## config.mk

```make
export PLATFORM = sky130hd
export DESIGN_NAME = bcd_letter_encoder
export DESIGN_NICKNAME = d
export VERILOG_FILES = /design/src/rtl/bcd_letter_encoder.sv
export SDC_FILE = /design/constraint.sdc
export NUM_CORES = 1
export LEC_CHECK = 0
export ABC_AREA = 0
export CAP_MARGIN = 20
export CORE_ASPECT_RATIO = 1.5
export CORE_MARGIN = 2
export CORE_UTILIZATION = 51
export CTS_CLUSTER_DIAMETER = 150
export DETAILED_ROUTE_END_ITERATION = 7
export GPL_ROUTABILITY_DRIVEN = 0
export GPL_TIMING_DRIVEN = 0
export PLACE_DENSITY = 0.78
export SLEW_MARGIN = 20
export SYNTH_ARGS = -nofsm -noshare
export SYNTH_HDL_FRONTEND = slang
export SYNTH_SLANG_ARGS = --single-unit
```

## constraint.sdc

```tcl
create_clock -name clk -period 2.8 [get_ports clk]
set_input_delay 0.56 -clock clk [delete_from_list [all_inputs] [get_ports clk]]
set_output_delay 0.56 -clock clk [all_outputs]
set_load 0.02 [all_outputs]
```

## src/rtl/bcd_letter_encoder.sv

```systemverilog
// Two-digit decimal key entry to 5-bit letter code, with BCD echo and idle timeout.
// Optional build macro BCD_AUTO_COMMIT_EN commits automatically when the second digit arrives.
`timescale 1ns/1ps
module bcd_letter_encoder #(
   parameter int unsigned MAX_CODE       = 26,
   parameter int unsigned TIMEOUT_CYCLES = 100000000,
   parameter int unsigned CNT_W          = 27
) (
   input  logic       clk,
   input  logic       rst_n,
   input  logic [3:0] digit_in,
   input  logic       digit_stb,
   input  logic       enter_stb,
   input  logic       clear_stb,
   output logic [4:0] code_out,
   output logic       code_valid,
   output logic       err,
   output logic [3:0] tens_bcd,
   output logic [3:0] units_bcd,
   output logic       busy
);

   typedef enum logic [1:0] {
      IDLE = 2'd0,
      ONE  = 2'd1,
      TWO  = 2'd2
   } state_t;

   localparam logic [6:0]       MaxValue  = 7'(MAX_CODE);
   localparam logic [CNT_W-1:0] CntLast   = CNT_W'(TIMEOUT_CYCLES - 1);
   localparam bit               TimeoutOn = (TIMEOUT_CYCLES != 0);

   state_t           state_q, state_d;
   logic [3:0]       tens_q, tens_d;
   logic [3:0]       units_q, units_d;
   logic [4:0]       code_q, code_d;
   logic             valid_q, valid_d;
   logic             err_q, err_d;
   logic             busy_q, busy_d;
   logic [CNT_W-1:0] cnt_q, cnt_d;

   logic             digitOk;
   logic             anyStb;
   logic             timeoutHit;
   logic [6:0]       entryValue;
   logic             commitReq;
   logic [6:0]       commitValue;

   assign digitOk    = (digit_in <= 4'd9);
   assign anyStb     = clear_stb | enter_stb | digit_stb;
   assign timeoutHit = TimeoutOn && (state_q != IDLE) && (cnt_q == CntLast);
   assign entryValue = {3'b000, tens_q} * 7'd10 + {3'b000, units_q};

   // Strobe priority is clear > enter > digit; the idle timeout only acts in a strobe-free cycle.
   always_comb begin
      state_d     = state_q;
      tens_d      = tens_q;
      units_d     = units_q;
      code_d      = code_q;
      valid_d     = 1'b0;
      err_d       = 1'b0;
      cnt_d       = (TimeoutOn && (state_q != IDLE)) ? cnt_q + CNT_W'(1) : '0;
      commitReq   = 1'b0;
      commitValue = entryValue;

      if (clear_stb) begin
         state_d = IDLE;
         tens_d  = '0;
         units_d = '0;
      end else if (enter_stb) begin
         if (state_q == IDLE) begin
            err_d = 1'b1;
         end else begin
            commitReq = 1'b1;
         end
      end else if (digit_stb) begin
         if (!digitOk) begin
            err_d = 1'b1;
         end else begin
            case (state_q)
               IDLE: begin
                  units_d = digit_in;
                  state_d = ONE;
                  cnt_d   = '0;
               end
               ONE: begin
`ifdef BCD_AUTO_COMMIT_EN
                  commitReq   = 1'b1;
                  commitValue = {3'b000, units_q} * 7'd10 + {3'b000, digit_in};
`else
                  tens_d  = units_q;
                  units_d = digit_in;
                  state_d = TWO;
                  cnt_d   = '0;
`endif
               end
               default: begin
                  err_d = 1'b1;
               end
            endcase
         end
      end else if (timeoutHit) begin
         state_d = IDLE;
         tens_d  = '0;
         units_d = '0;
      end

      // A strobe landing on the expiry cycle wins, so the count starts over.
      if (timeoutHit && anyStb) begin
         cnt_d = '0;
      end

      if (commitReq) begin
         if (commitValue <= MaxValue) begin
            code_d  = commitValue[4:0];
            valid_d = 1'b1;
         end else begin
            err_d = 1'b1;
         end
         state_d = IDLE;
         tens_d  = '0;
         units_d = '0;
      end

      if (state_d == IDLE) begin
         cnt_d = '0;
      end
      busy_d = (state_d != IDLE);
   end

   always_ff @(posedge clk or negedge rst_n) begin
      if (!rst_n) begin
         state_q <= IDLE;
         tens_q  <= '0;
         units_q <= '0;
         code_q  <= '0;
         valid_q <= 1'b0;
         err_q   <= 1'b0;
         busy_q  <= 1'b0;
         cnt_q   <= '0;
      end else begin
         state_q <= state_d;
         tens_q  <= tens_d;
         units_q <= units_d;
         code_q  <= code_d;
         valid_q <= valid_d;
         err_q   <= err_d;
         busy_q  <= busy_d;
         cnt_q   <= cnt_d;
      end
   end

   assign code_out   = code_q;
   assign code_valid = valid_q;
   assign err        = err_q;
   assign tens_bcd   = tens_q;
   assign units_bcd  = units_q;
   assign busy       = busy_q;

endmodule

```

# [Word-level counts from Yosys, hierarchy flattened]
# Index checks and enable logic that the tools add are counted.
[totals] ram_bits=0 n_memories=0 register_bits=45 out_inout_bits=16 wordCells=73 rom_bits=0 latch_bits=0 input_bits=9
[classes] muxes=41 shifts=0 mul=1 n_addsub=2 eq_ne=6 div_mod_pow=0 reduce_logical=11 order_cmp=2 n_bitwise=2
[op_table] operator="$mux 27" count=8
[op_table] operator="$mux 4" count=13
[op_table] operator="$add 27x1->27 const B" count=1
[op_table] operator="$eq 27x27->1 const B" count=1
[op_table] operator="$mux 1" count=13
[op_table] operator="$mux 2" count=6
[op_table] operator="$ne 4x1->1 const B" count=2
[op_table] operator="$reduce_and 4->1" count=2
[op_table] operator="$add 7x4->7" count=1
[op_table] operator="$le 7x5->1 const B" count=1
[op_table] operator="$mul 4x3->6 const B" count=1
[op_table] operator="$le 4x4->1 const B" count=1
[op_table] operator="$logic_not 2->1" count=2
[op_table] operator="$ne 4x2->1 const B" count=1
[op_table] operator="$pmux 2 s2" count=1
[op_table] operator="$reduce_bool 2->1" count=2
[op_table] operator="$reduce_bool 4->1" count=1
[op_table] operator="$ne 3x1->1 const B" count=1
[op_table] operator="$eq 2x1->1 const B" count=1
[op_table] operator="$logic_and 1x1->1" count=2
[op_table] operator="$or 1x1->1" count=2
[op_table] operator="$reduce_and 2->1" count=1
[op_table] operator="$reduce_or 2->1" count=1

# [Depth between registers and ports, before layout]
# Gate-level depths: netlist (run 1).
[logic_depth] ltp_word=9 ltp_mapped=10 mapped_depth_nobuf=10

# [Least setup slack after synthesis (run 1)]
# Ideal clock, no wire load.
[synth_path] kind="reg-to-reg" startpoint="register tens_q[1], in the netlist tens_bcd[1]" endpoint="register code_q[0], in the netlist code_out[0]" required_ns=2.675 period_less_slack_ns=2.789 path_stages_with_launch=11 arrival_time_ns=2.664 setup_time_ns=0.125 path_slack_ns=0.011 n_path_buf=0 cell_sequence="dfrtp_1 -> ha_1 -> ha_1 -> inv_1 -> fa_1 -> xor2_1 -> nand2_1 -> a211oi_1 -> nor4_2 -> a21oi_4 -> mux2_2"
[synth_via] elab_chain_len=4
[synth_rtl] item="from (decl)" line="34" rtl="logic [3:0] tens_q, tens_d;"
[synth_rtl] item="from (signal assigned)" line="143" rtl="tens_q <= tens_d;"
[synth_rtl] item="$mul 4x3->6" line="52" rtl="assign entryValue = {3'b000, tens_q} * 7'd10 + {3'b000, units_q};"
[synth_rtl] item="$add 7x4->7" line="52"
[synth_rtl] item="$le 7x5->1" line="114" rtl="if (commitValue <= MaxValue) begin"
[synth_rtl] item="$reduce_and 2->1 (no line)"
[synth_rtl] item="to (signal assigned)" line="145" rtl="code_q <= code_d;"
[synth_rtl] item="to (decl)" line="36" rtl="logic [4:0] code_q, code_d;"
# No other way between the ends.
# A chain may end at the register's enable or synchronous reset.

# [Worst setup path after layout (run 1)]
[layout_path] startpoint="register tens_q[1], in the netlist tens_bcd[1]" endpoint="register code_q[1], in the netlist code_out[1]"
# Same word-level chain as after synthesis.

==> flow_summary_export.csv, run 1 <==
group,metric,value,unit
sta,worst_slew_pin_slew,0.5917,ns
sta,fmax,357.5,MHz
worst_setup_path,crit_slowest_cell,"dfrtp_2",
logic_synthesis,yosysMostFrequentCell,"dfrtp_1",
layout,nets,316,
worst_setup_path,cp.arrival,2.99,ns
route,vias_per_cell,5.436,
logic_synthesis,muxShareOfSynthArea,1.732,%
logic_synthesis,yosysSeqAreaShare,44.53,%
worst_setup_path,cp.required,2.99,ns
logic_synthesis,synth.ff_latch_count,45,
logic_synthesis,synth_xor_area_share,9.352,%
layout,insertedDiodeCount,0,
worst_setup_path,cp_slowest_stage_delay,0.46,ns
floorplanning,die_h,90.24,µm
sta,skew,0.007972,ns
route,initialDrtViolationCount,59,
logic_synthesis,synth_top_family_by_area,"simple AND/OR/NAND/NOR gates",
clock_network,cts-root-buf,"clkbuf_8",
sta,min_period,2.797,ns
route,vias,1968,
sta,drv_slew,0,
sta,finalHoldViolCount,0,
sta,setup_viol,0,
outcome,status,"completed",
logic_synthesis,synth_enable_flop_cells,0,
sta,rsz0062_at_grt,"true",
grt,grt_pass1_vias,1953,
hold_path,hold_class,"in -> async",
place,port_buffers,24,
layout,fin_area,0.003097,mm²
sta,worst_hold_slack,0.2489,ns
logic_synthesis,syn-num-nets,280,
sta,timing.final.crit_share,99.91,%
logic_synthesis,synth_common_cells,"45 x dfrtp_1, 42 x nor2_1, 19 x nand2_1",
worst_setup_path,worstSetupStartpointType,"flip-flop",
worst_setup_path,crit_path_cell_trace,"ha_4 > ha_1 > inv_2 > fa_2 > xor2_4 > nand4_1 > nor4b_2 > nor4_2 > a21oi_4 > mux2_4",
floorplanning,top_level_ports,25,
worst_setup_path,worstSetupPathType,"reg -> reg",
floorplanning,row_count,31,
power,p_per_area,486.4,mW/mm²
run,cap_violations,0,
clock_network,cts_buffers,5,
power,p_leak,1.269,nW
place,place_area,0.002874,mm²
route,drc,0,
route,dr.pass1.iters,6,
floorplanning,coreArea,0.004810,mm²
grt,grt_max_degree,25,
floorplanning,die_area,0.005549,mm²
worst_setup_path,path_max_fanout,5,
place,post-dp-hpwl,3780,µm
layout,n_fill_cell,409,
logic_synthesis,yosysWarnings,0,
logic_synthesis,syn_inst,259,
grt,use_met3,3.165,%
route,post_drt_wl_per_cell,14.15,µm
sta,slew-limit-headroom,60.55,%
grt,use_met1,21.70,%
layout,syn_to_final_growth,22.46,%
floorplanning,fp.dieW,61.50,µm
logic_synthesis,avgSynthCellArea,9.763,µm²
grt,grt-ovfl-total,0,
logic_synthesis,synth.area.top_cells,"dfrtp_1 45%, nor2_1 6.2%, xnor2_1 5.5%, ha_1 4.9%, xor2_1 3.8%",
logic_synthesis,yosysTopAreaCell,"dfrtp_1",
logic_synthesis,synth_compound_area_share,10.64,%
grt,busiest_layer,"met2",
route,detail-route-antenna-nets,0,
grt,grt_use_total,19.89,%
power,irDropWorstVdd,0.0003530,V
logic_synthesis,synth.distinct_cells,50,
floorplanning,start_util,52.58,%
clock_network,cts_tree,"yes",
logic_synthesis,synth_top_area_share,44.53,%
clock_network,clk_latency,0.30,ns
clock_network,h-tree-depth,2,
logic_synthesis,synth.cell_area,0.002529,mm²
grt,use_met2,35.00,%
route,wirelength,5121,µm
clock_network,clk_pin_slew,0.09,ns
logic_synthesis,synthSimpleGateAreaFrac,24.54,%
logic_synthesis,synth-main-ff-cell,"dfrtp_1",
grt,grt_pass1_wl,8418,µm
worst_setup_path,endpoint_kind,"flip-flop",
logic_synthesis,async_flop_share,100.0,%
grt,antenna_found_initial,0,
clock_network,cts_max_path_buffers,2,
logic_synthesis,synthAdderAreaFrac,6.531,%
clock_network,clock_sinks,45,
layout,drive_above_1_share,15.20,%
==> critical path: cells and delay by family (launching register included) <==
family | cells | cell delay (ns)
xor+xnor | 1 | 0.25
fa+ha+maj | 3 | 0.81
simple gates | 3 | 0.54
buf+inv | 1 | 0.04
compound gates | 1 | 0.26
mux | 1 | 0.33
flops | 1 | 0.46
==> sequential cells by signal, summed over array words and instances, names as in the netlist <==
name	count
units_bcd	4
busy	1
state_q	2
err	1
cnt_q	27
tens_bcd	4
code_out	5
code_valid	1
==> final cells by class <==
type	count	area [µm²]	area share [%]
Multi-Input combinational cell	199	1388	44.81
Sequential cell	45	1129	36.44
Timing Repair Buffer	29	292.8	9.455
Tap cell	66	82.58	2.667
Clock buffer	5	68.82	2.222
Clock inverter	3	68.82	2.222
Buffer	7	37.54	1.212
Inverter	8	30.03	0.9697
==> placed cells by master (no fill, tap or decap), types with 3 or more instances in the layout <==
| cell type | count |
|---|---|
| clkdlybuf4s50_1 | 23 |
| buf_4 | 6 |
| dfrtp_1 | 43 |
| ha_1 | 9 |
| nand4_1 | 8 |
| xor2_1 | 10 |
| nor3_1 | 8 |
| nand2_1 | 18 |
| a21oi_1 | 9 |
| mux2_4 | 3 |
| nand3_1 | 13 |
| buf_2 | 4 |
| a31oi_1 | 3 |
| and4_1 | 5 |
| clkbuf_8 | 5 |
| o21ai_0 | 7 |
| xnor2_1 | 16 |
| nor2_1 | 42 |
| and3_1 | 3 |
| nor4_1 | 3 |
| inv_1 | 7 |
| a22o_1 | 4 |
==> per-layer routing <==
| layer | routed length (µm) | up-vias |
|---|---|---|
| met1 | 2057 | 939 |
| met5 | 0 | - |
| met3 | 154 | 12 |
| li1 | - | 980 |
| met4 | 175 | 0 |
| met2 | 2734 | 37 |
==> cell families (layout without fill, tap and decap cells) <==
group,after synthesis,in the layout
XOR/XNOR,27,27
AO/OA/AOI/OAI,38,38
buffers and inverters,15,52
adder cells (fa/ha/maj),12,12
flip-flops,45,45
AND/OR/NAND/NOR,118,118
multiplexers,4,4
==> what timing repair did <==
action	CTS	global route
cloned	0	0
buffers inserted	1	4
hold buffers	0	0
gates resized for setup	1	11
endpoints found under the setup margin	3	5
pin swaps	2	7
==> per-stage QoR <==
step                power, mW  setup TNS [ns]  utilization [%]  setup slack [ns]  cells
floorplan              0.8161               0                -           0.01104    259
global placement       0.9152          -2.483            59.29           -0.1162    349
detailed placement     0.9230         -0.3910            59.76           -0.1390    350
CTS                     1.524               0            62.93         0.0004732    359
global route            1.568         -0.4377            64.39           -0.1147    362
finish                  1.506               0            64.39          0.002636    362
==> worst paths after layout <==
path	depth (start not counted)	slack (ns)	end	from
min reg2reg	1	0.48	cnt_q[0]	cnt_q[0]
max	10	0.003	code_out[1]	tens_bcd[1]
min in group clk	1	0.48	cnt_q[0]	cnt_q[0]
min	1	0.25	cnt_q[5]	rst_n
max reg2reg	10	0.003	code_out[1]	tens_bcd[1]
max in group asynchronous	2	2.03	cnt_q[13]	rst_n
==> power breakdown <==
part	internal, mW	switching (mW)	leakage [nW]	total [mW]
clock	0.359	0.233	0.0687	0.592
combinational	0.101	0.116	0.583	0.217
sequential	0.678	0.0187	0.617	0.696
(Power assumes the default switching activity.)
==> run 2: changes to the inputs <==
- SKIP_CTS_REPAIR_TIMING: not set -> 1
==> run 2 against run 1 <==
Against the previous run:
- the flow now finishes with violations (negative setup slack)
- setup slack worse by 0.069 ns
- highest routed layer unchanged
- sequential cell count unchanged
- critical endpoint unchanged
- cell count up 0.28%
- critical path type unchanged
- sequential share of layout area down 0.55 points
- critical path depth unchanged
- largest power group unchanged
==> flow_summary_export.csv, run 2 (synthesized netlist as in run 1, its figures left out) <==
group,metric,value,unit
worst_setup_path,worstSetupStartpointType,"flip-flop",
sta,fin_tns_setup,-0.2216,ns
sta,fin_ws,-0.06640,ns
route,dr_wl_met3,189,µm
worst_setup_path,crit_slowest_cell,"dfrtp_2",
place,port_buffers,24,
worst_setup_path,reg2reg_to,"code_out[1]",
clock_network,cts_max_path_buffers,2,
outcome,status,"complete, but fails checks",
sta,min_period,2.866,ns
worst_setup_path,crit-reg2reg-launch,"tens_bcd[1]",
layout,final_common_cell,"dfrtp_1",
route,vias_per_cell,5.584,
sta,skew,0.006359,ns
layout,nets,317,
layout,regMostFlops,"cnt_q",
power,irDropWorstVdd,0.0003540,V
worst_setup_path,worst_path_most_repeated_cell,"ha_4",
worst_setup_path,path_max_fanout,5,
layout,layout.cells.most_common_list,"43 x dfrtp_1, 42 x nor2_1, 23 x clkdlybuf4s50_1, 18 x nand2_1, 16 x xnor2_1",
grt,grt_max_degree,25,
grt,grt_pass1_vias,1954,
worst_setup_path,endpoint_kind,"flip-flop",
route,dr.pass1.iters,4,
worst_setup_path,crit_family,"adder cells",
worst_setup_path,cp.required,2.99,ns
worst_setup_path,cp.arrival,3.06,ns
route,met1_length,2079,µm
floorplanning,fp.dieW,61.50,µm
layout,largest_reg_flops,27,
worst_setup_path,crit_path_cell_trace,"ha_4 > ha_4 > inv_2 > fa_2 > xor2_4 > nand4_1 > nor4b_4 > nor4_4 > a21oi_4 > mux2_4",
clock_network,h-tree-depth,2,
route,detail-route-antenna-nets,0,
floorplanning,row_count,31,
clock_network,clock_sinks,45,
outcome,violations,"negative setup slack",
power,p_per_area,479.3,mW/mm²
floorplanning,start_util,52.58,%
hold_path,hold_class,"in -> async",
grt,grt_use_total,19.88,%
grt,grt_pass1_wl,8418,µm
sta,slew-limit-headroom,60.12,%
route,wirelength,5417,µm
floorplanning,top_level_ports,25,
route,maxUsedRoutingLayer,"met4",
floorplanning,die_h,90.24,µm
route,wl_met2,2984,µm
place,post-dp-hpwl,3780,µm
power,p_total,1.507,mW
grt,antenna_found_initial,0,
floorplanning,coreArea,0.004810,mm²
clock_network,cts-root-buf,"clkbuf_8",
route,initialDrtViolationCount,84,
sta,rsz0062_at_grt,"true",
sta,setup_viol,4,
sta,fmax,348.9,MHz
worst_setup_path,cp_slowest_stage_delay,0.46,ns
route,drc,0,
run,cap_violations,0,
sta,timing.final.crit_share,102.4,%
grt,grt-ovfl-total,0,
clock_network,cts_buffers,5,
layout,drive_above_1_share,16.50,%
layout,syn_to_final_growth,24.34,%
layout,insertedDiodeCount,0,
floorplanning,die_area,0.005549,mm²
worst_setup_path,cp_num_buf_inv,1,
sta,finalHoldViolCount,0,
route,vias,2027,
worst_setup_path,r2r_slack,-0.07,ns
sta,worst_slew_pin_slew,0.5982,ns
clock_network,cts_tree,"yes",
clock_network,clk_latency,0.30,ns
route,post_drt_wl_per_cell,14.92,µm
clock_network,clk_pin_slew,0.09,ns
power,p_leak,1.274,nW
worst_setup_path,reg2regPathDepth,10,
worst_setup_path,worstSetupPathType,"reg -> reg",
sta,drv_slew,0,
run 2: cell types whose count changed in the layout (fill, tap and decap cells not counted):
cell     delta
nor4_4      +1
nor4b_4     +1
nor3_1      -2
ha_1        -1
nor4b_2     -1
nor3_2      +2
ha_4        +1
buf_4       +1
nor4_2      -1
run 2: routing by layer:
layer,track usage [%],up-vias
met5,0,-
met1,21.56,986
met2,35.09,47
li1,-,982
met4,9.752,0
met3,3.165,12
run 2: final cells by class:
| class | instances | area [µm²] |
|---|---|---|
| plain buffers | 7 | 37.54 |
| fillers | 408 | 1665 |
| repair buffers | 30 | 300.3 |
| well taps | 66 | 82.58 |
| multi-input cells | 199 | 1428 |
| clock buffers | 5 | 68.82 |
| clock inverters | 3 | 68.82 |
| flip-flops and latches | 45 | 1129 |
| inverters | 8 | 30.03 |
run 2: where the power goes:
part           switching (mW)  internal, mW
Clock                   0.232         0.359
Combinational           0.118         0.102
Sequential             0.0187         0.678
run 2: how the worst max path moves through the flow:
stage / start / end / slack, ns / cells past startpoint
global route: tens_bcd[1] / code_out[1] / -0.15 / 10
global placement: tens_bcd[1] / code_out[0] / -0.12 / 10
floorplan: tens_bcd[1] / code_out[0] / 0.01 / 10
CTS: tens_bcd[1] / code_out[1] / -0.15 / 10
detailed placement: tens_bcd[1] / code_out[1] / -0.14 / 10
finish: tens_bcd[1] / code_out[1] / -0.07 / 10
run 2: stage by stage:
step	std cells	hold slack, ns	util (%)	worst slack, ns	cell area (µm²)
2_1_floorplan	259	0.2644	-	0.01104	2529
3_3_place_gp	349	0.4687	59.29	-0.1162	2851
3_5_place_dp	350	0.4748	59.76	-0.1390	2874
4_1_cts	358	0.2550	62.62	-0.1516	3012
5_1_grt	363	0.2861	65.37	-0.1503	3144
6_report	363	0.2519	65.37	-0.06640	3144
==> run 3: changes to the inputs <==
- ABC_AREA: 0 -> 1
- CORE_UTILIZATION: 51 -> 53
- PLACE_DENSITY: 0.78 -> 0.8
==> run 3 against run 2 <==
Against the previous run:
- the flow now finishes without violations
- register-to-register slack better by 0.42 ns
- sequential power about the same
- design area rose by 8.1%
- non-clock buffer count is 5 lower
- critical path type unchanged
- fmax rose by 17%
- first-iteration DRC count rose by 67%
- worst hold slack lost 0.043 ns
==> flow_summary_export.csv, run 3 <==
group,metric,value,unit
sta,skew,0.003321,ns
layout,fin_area,0.003400,mm²
logic_synthesis,muxShareOfSynthArea,0,%
grt,antenna_found_initial,0,
logic_synthesis,synth-main-ff-cell,"dfrtp_1",
worst_setup_path,path_max_fanout,5,
layout,largest_reg_flops,27,
layout,layout.cells.most_common_list,"141 x nand2_1, 73 x nor2_1, 50 x inv_1, 45 x dfrtp_1, 26 x nand4_1",
layout,drive_above_1_share,7.143,%
logic_synthesis,synth_enable_flop_cells,0,
clock_network,cts-root-buf,"clkbuf_8",
worst_setup_path,reg2regPathDepth,11,
worst_setup_path,reg2reg_to,"code_out[0]",
worst_setup_path,cp_num_buf_inv,1,
logic_synthesis,synth.cell_area,0.002977,mm²
route,initialDrtViolationCount,140,
worst_setup_path,crit_path_cell_trace,"ha_1 > ha_1 > inv_1 > fa_1 > nor2_1 > nand4_1 > nand3b_1 > nand2_1 > nor2_1 > nand3_1 > nand2_1",
floorplanning,top_level_ports,25,
logic_synthesis,synth_top_area_share,37.83,%
layout,final_common_cell,"nand2_1",
worst_setup_path,crit_slowest_cell,"dfrtp_1",
clock_network,cts_buffers,5,
sta,worst_hold_slack,0.2085,ns
sta,setup_viol,0,
floorplanning,fp.dieW,65.19,µm
layout,syn_to_final_growth,14.21,%
logic_synthesis,yosysTopAreaCell,"dfrtp_1",
logic_synthesis,yosysMostFrequentCell,"nand2_1",
power,p_per_area,395.5,mW/mm²
layout,regMostFlops,"cnt_q",
place,post-dp-hpwl,5327,µm
sta,fin_ws,0.3565,ns
sta,rsz0062_at_grt,"false",
logic_synthesis,synth.distinct_cells,30,
logic_synthesis,yosysSeqAreaShare,37.83,%
place,dp_cells,524,
logic_synthesis,yosysWarnings,0,
clock_network,h-tree-depth,2,
grt,grt_pass1_wl,11640,µm
route,vias_per_cell,5.194,
grt,grt-ovfl-total,0,
hold_path,hold_class,"in -> async",
layout,n_fill_cell,504,
worst_setup_path,cp.arrival,2.68,ns
logic_synthesis,synth_common_cells,"141 x nand2_1, 73 x nor2_1, 50 x inv_1",
clock_network,cts_max_path_buffers,2,
power,p_total,1.344,mW
outcome,status,"completed",
clock_network,cts_tree,"yes",
worst_setup_path,crit-reg2reg-launch,"tens_bcd[1]",
layout,multi_input_area,0.001605,mm²
logic_synthesis,synth.ff_latch_count,45,
worst_setup_path,cp_slowest_stage_delay,0.47,ns
worst_setup_path,crit_family,"adder cells",
logic_synthesis,synth.area.top_cells,"dfrtp_1 38%, nand2_1 18%, nor2_1 9.2%, inv_1 6.3%, nand4_1 5.5%",
logic_synthesis,synth_compound_area_share,2.690,%
grt,grt_use_total,23.99,%
sta,slew-limit-headroom,60.42,%
layout,insertedDiodeCount,0,
layout,seq_area,0.001126,mm²
logic_synthesis,synth_top_family_by_area,"simple AND/OR/NAND/NOR gates",
sta,min_period,2.444,ns
route,dr.pass1.iters,4,
worst_setup_path,endpoint_kind,"flip-flop",
worst_setup_path,r2r_slack,0.36,ns
place,dp_slack,0.3775,ns
route,wirelength,6674,µm
run,cap_violations,0,
logic_synthesis,synthAdderAreaFrac,5.549,%
layout,nets,482,
floorplanning,die_area,0.006244,mm²
sta,finalHoldViolCount,0,
route,vias,2763,
logic_synthesis,synthSimpleGateAreaFrac,42.75,%
power,irDropWorstVdd,0.0002299,V
sta,worst_slew_pin_slew,0.5898,ns
layout,fin_cells,532,
place,port_buffers,24,
sta,timing.final.crit_share,87.27,%
floorplanning,die_h,95.79,µm
grt,grt_pass1_vias,2746,
route,detail-route-antenna-nets,0,
floorplanning,coreArea,0.005450,mm²
place,place_area,0.003319,mm²
grt,grt_max_degree,27,
floorplanning,row_count,33,
logic_synthesis,syn_inst,429,
power,p_leak,1.699,nW
worst_setup_path,worstSetupStartpointType,"flip-flop",
clock_network,clk_latency,0.30,ns
clock_network,clock_sinks,45,
route,drc,0,
clock_network,clk_pin_slew,0.08,ns
logic_synthesis,async_flop_share,100.0,%
logic_synthesis,synth_xor_area_share,2.942,%
worst_setup_path,worstSetupPathType,"reg -> reg",
logic_synthesis,avgSynthCellArea,6.938,µm²
worst_setup_path,cp.required,3.04,ns
sta,drv_slew,0,
sta,fmax,409.2,MHz
floorplanning,start_util,54.61,%
logic_synthesis,syn-num-nets,450,
route,post_drt_wl_per_cell,12.55,µm
run 3: cell types whose count changed in the layout (fill, tap and decap cells not counted), moves of 10 or more:
cell,delta
xnor2_1,-14
nor2_1,+31
nand4_1,+18
inv_1,+43
nand2_1,+123
nand3_1,+10
run 3: worst max-delay path by stage:
stage          slack [ns]  cells after the start         from          end
2_1_floorplan        0.52                     11  tens_bcd[1]  code_out[3]
3_3_place_gp        -0.04                      1        rst_n         busy
3_5_place_dp         0.38                     11  tens_bcd[1]  code_out[2]
4_1_cts              0.37                     11  tens_bcd[1]  code_out[2]
5_1_grt              0.14                     11  tens_bcd[1]  code_out[1]
6_report             0.36                     11  tens_bcd[1]  code_out[0]
run 3: where the power goes:
| group | total, mW | internal (mW) | switching [mW] |
|---|---|---|---|
| clock | 0.390 | 0.178 | 0.212 |
| combinational | 0.258 | 0.104 | 0.154 |
| sequential | 0.697 | 0.676 | 0.0210 |
| total | 1.34 | 0.957 | 0.387 |
run 3: layout make-up:
type	count	share of cell area [%]
Sequential cell	45	33.12
Clock buffer	8	2.356
Inverter	52	5.742
Tap cell	70	2.576
Timing Repair Buffer	25	7.508
Multi-Input combinational cell	325	47.22
Buffer	7	1.472
run 3: kinds of logic after synthesis:
family | count (synthesis)
XOR/XNOR | 10
adder cells (fa/ha/maj) | 12
AND/OR/NAND/NOR | 288
flip-flops | 45
buffers and inverters | 59
AO/OA/AOI/OAI | 15
run 3: routing by layer:
layer  share of wire [%]  wire length [µm]  track usage [%]
met1                  38              2536            23.64
met2                  55              3682            47.28
met3                 3.3               217            4.094
met4                 3.6               238            11.46
met5                   0                 0                0
run 3: stage by stage:
step | setup TNS, ns | utilization [%]
finish | 0 | 62.37
global route | 0 | 62.37
CTS | 0 | 62.37
detailed placement | 0 | 60.90
global placement | -1.695 | 60.63
floorplan | 0 | -
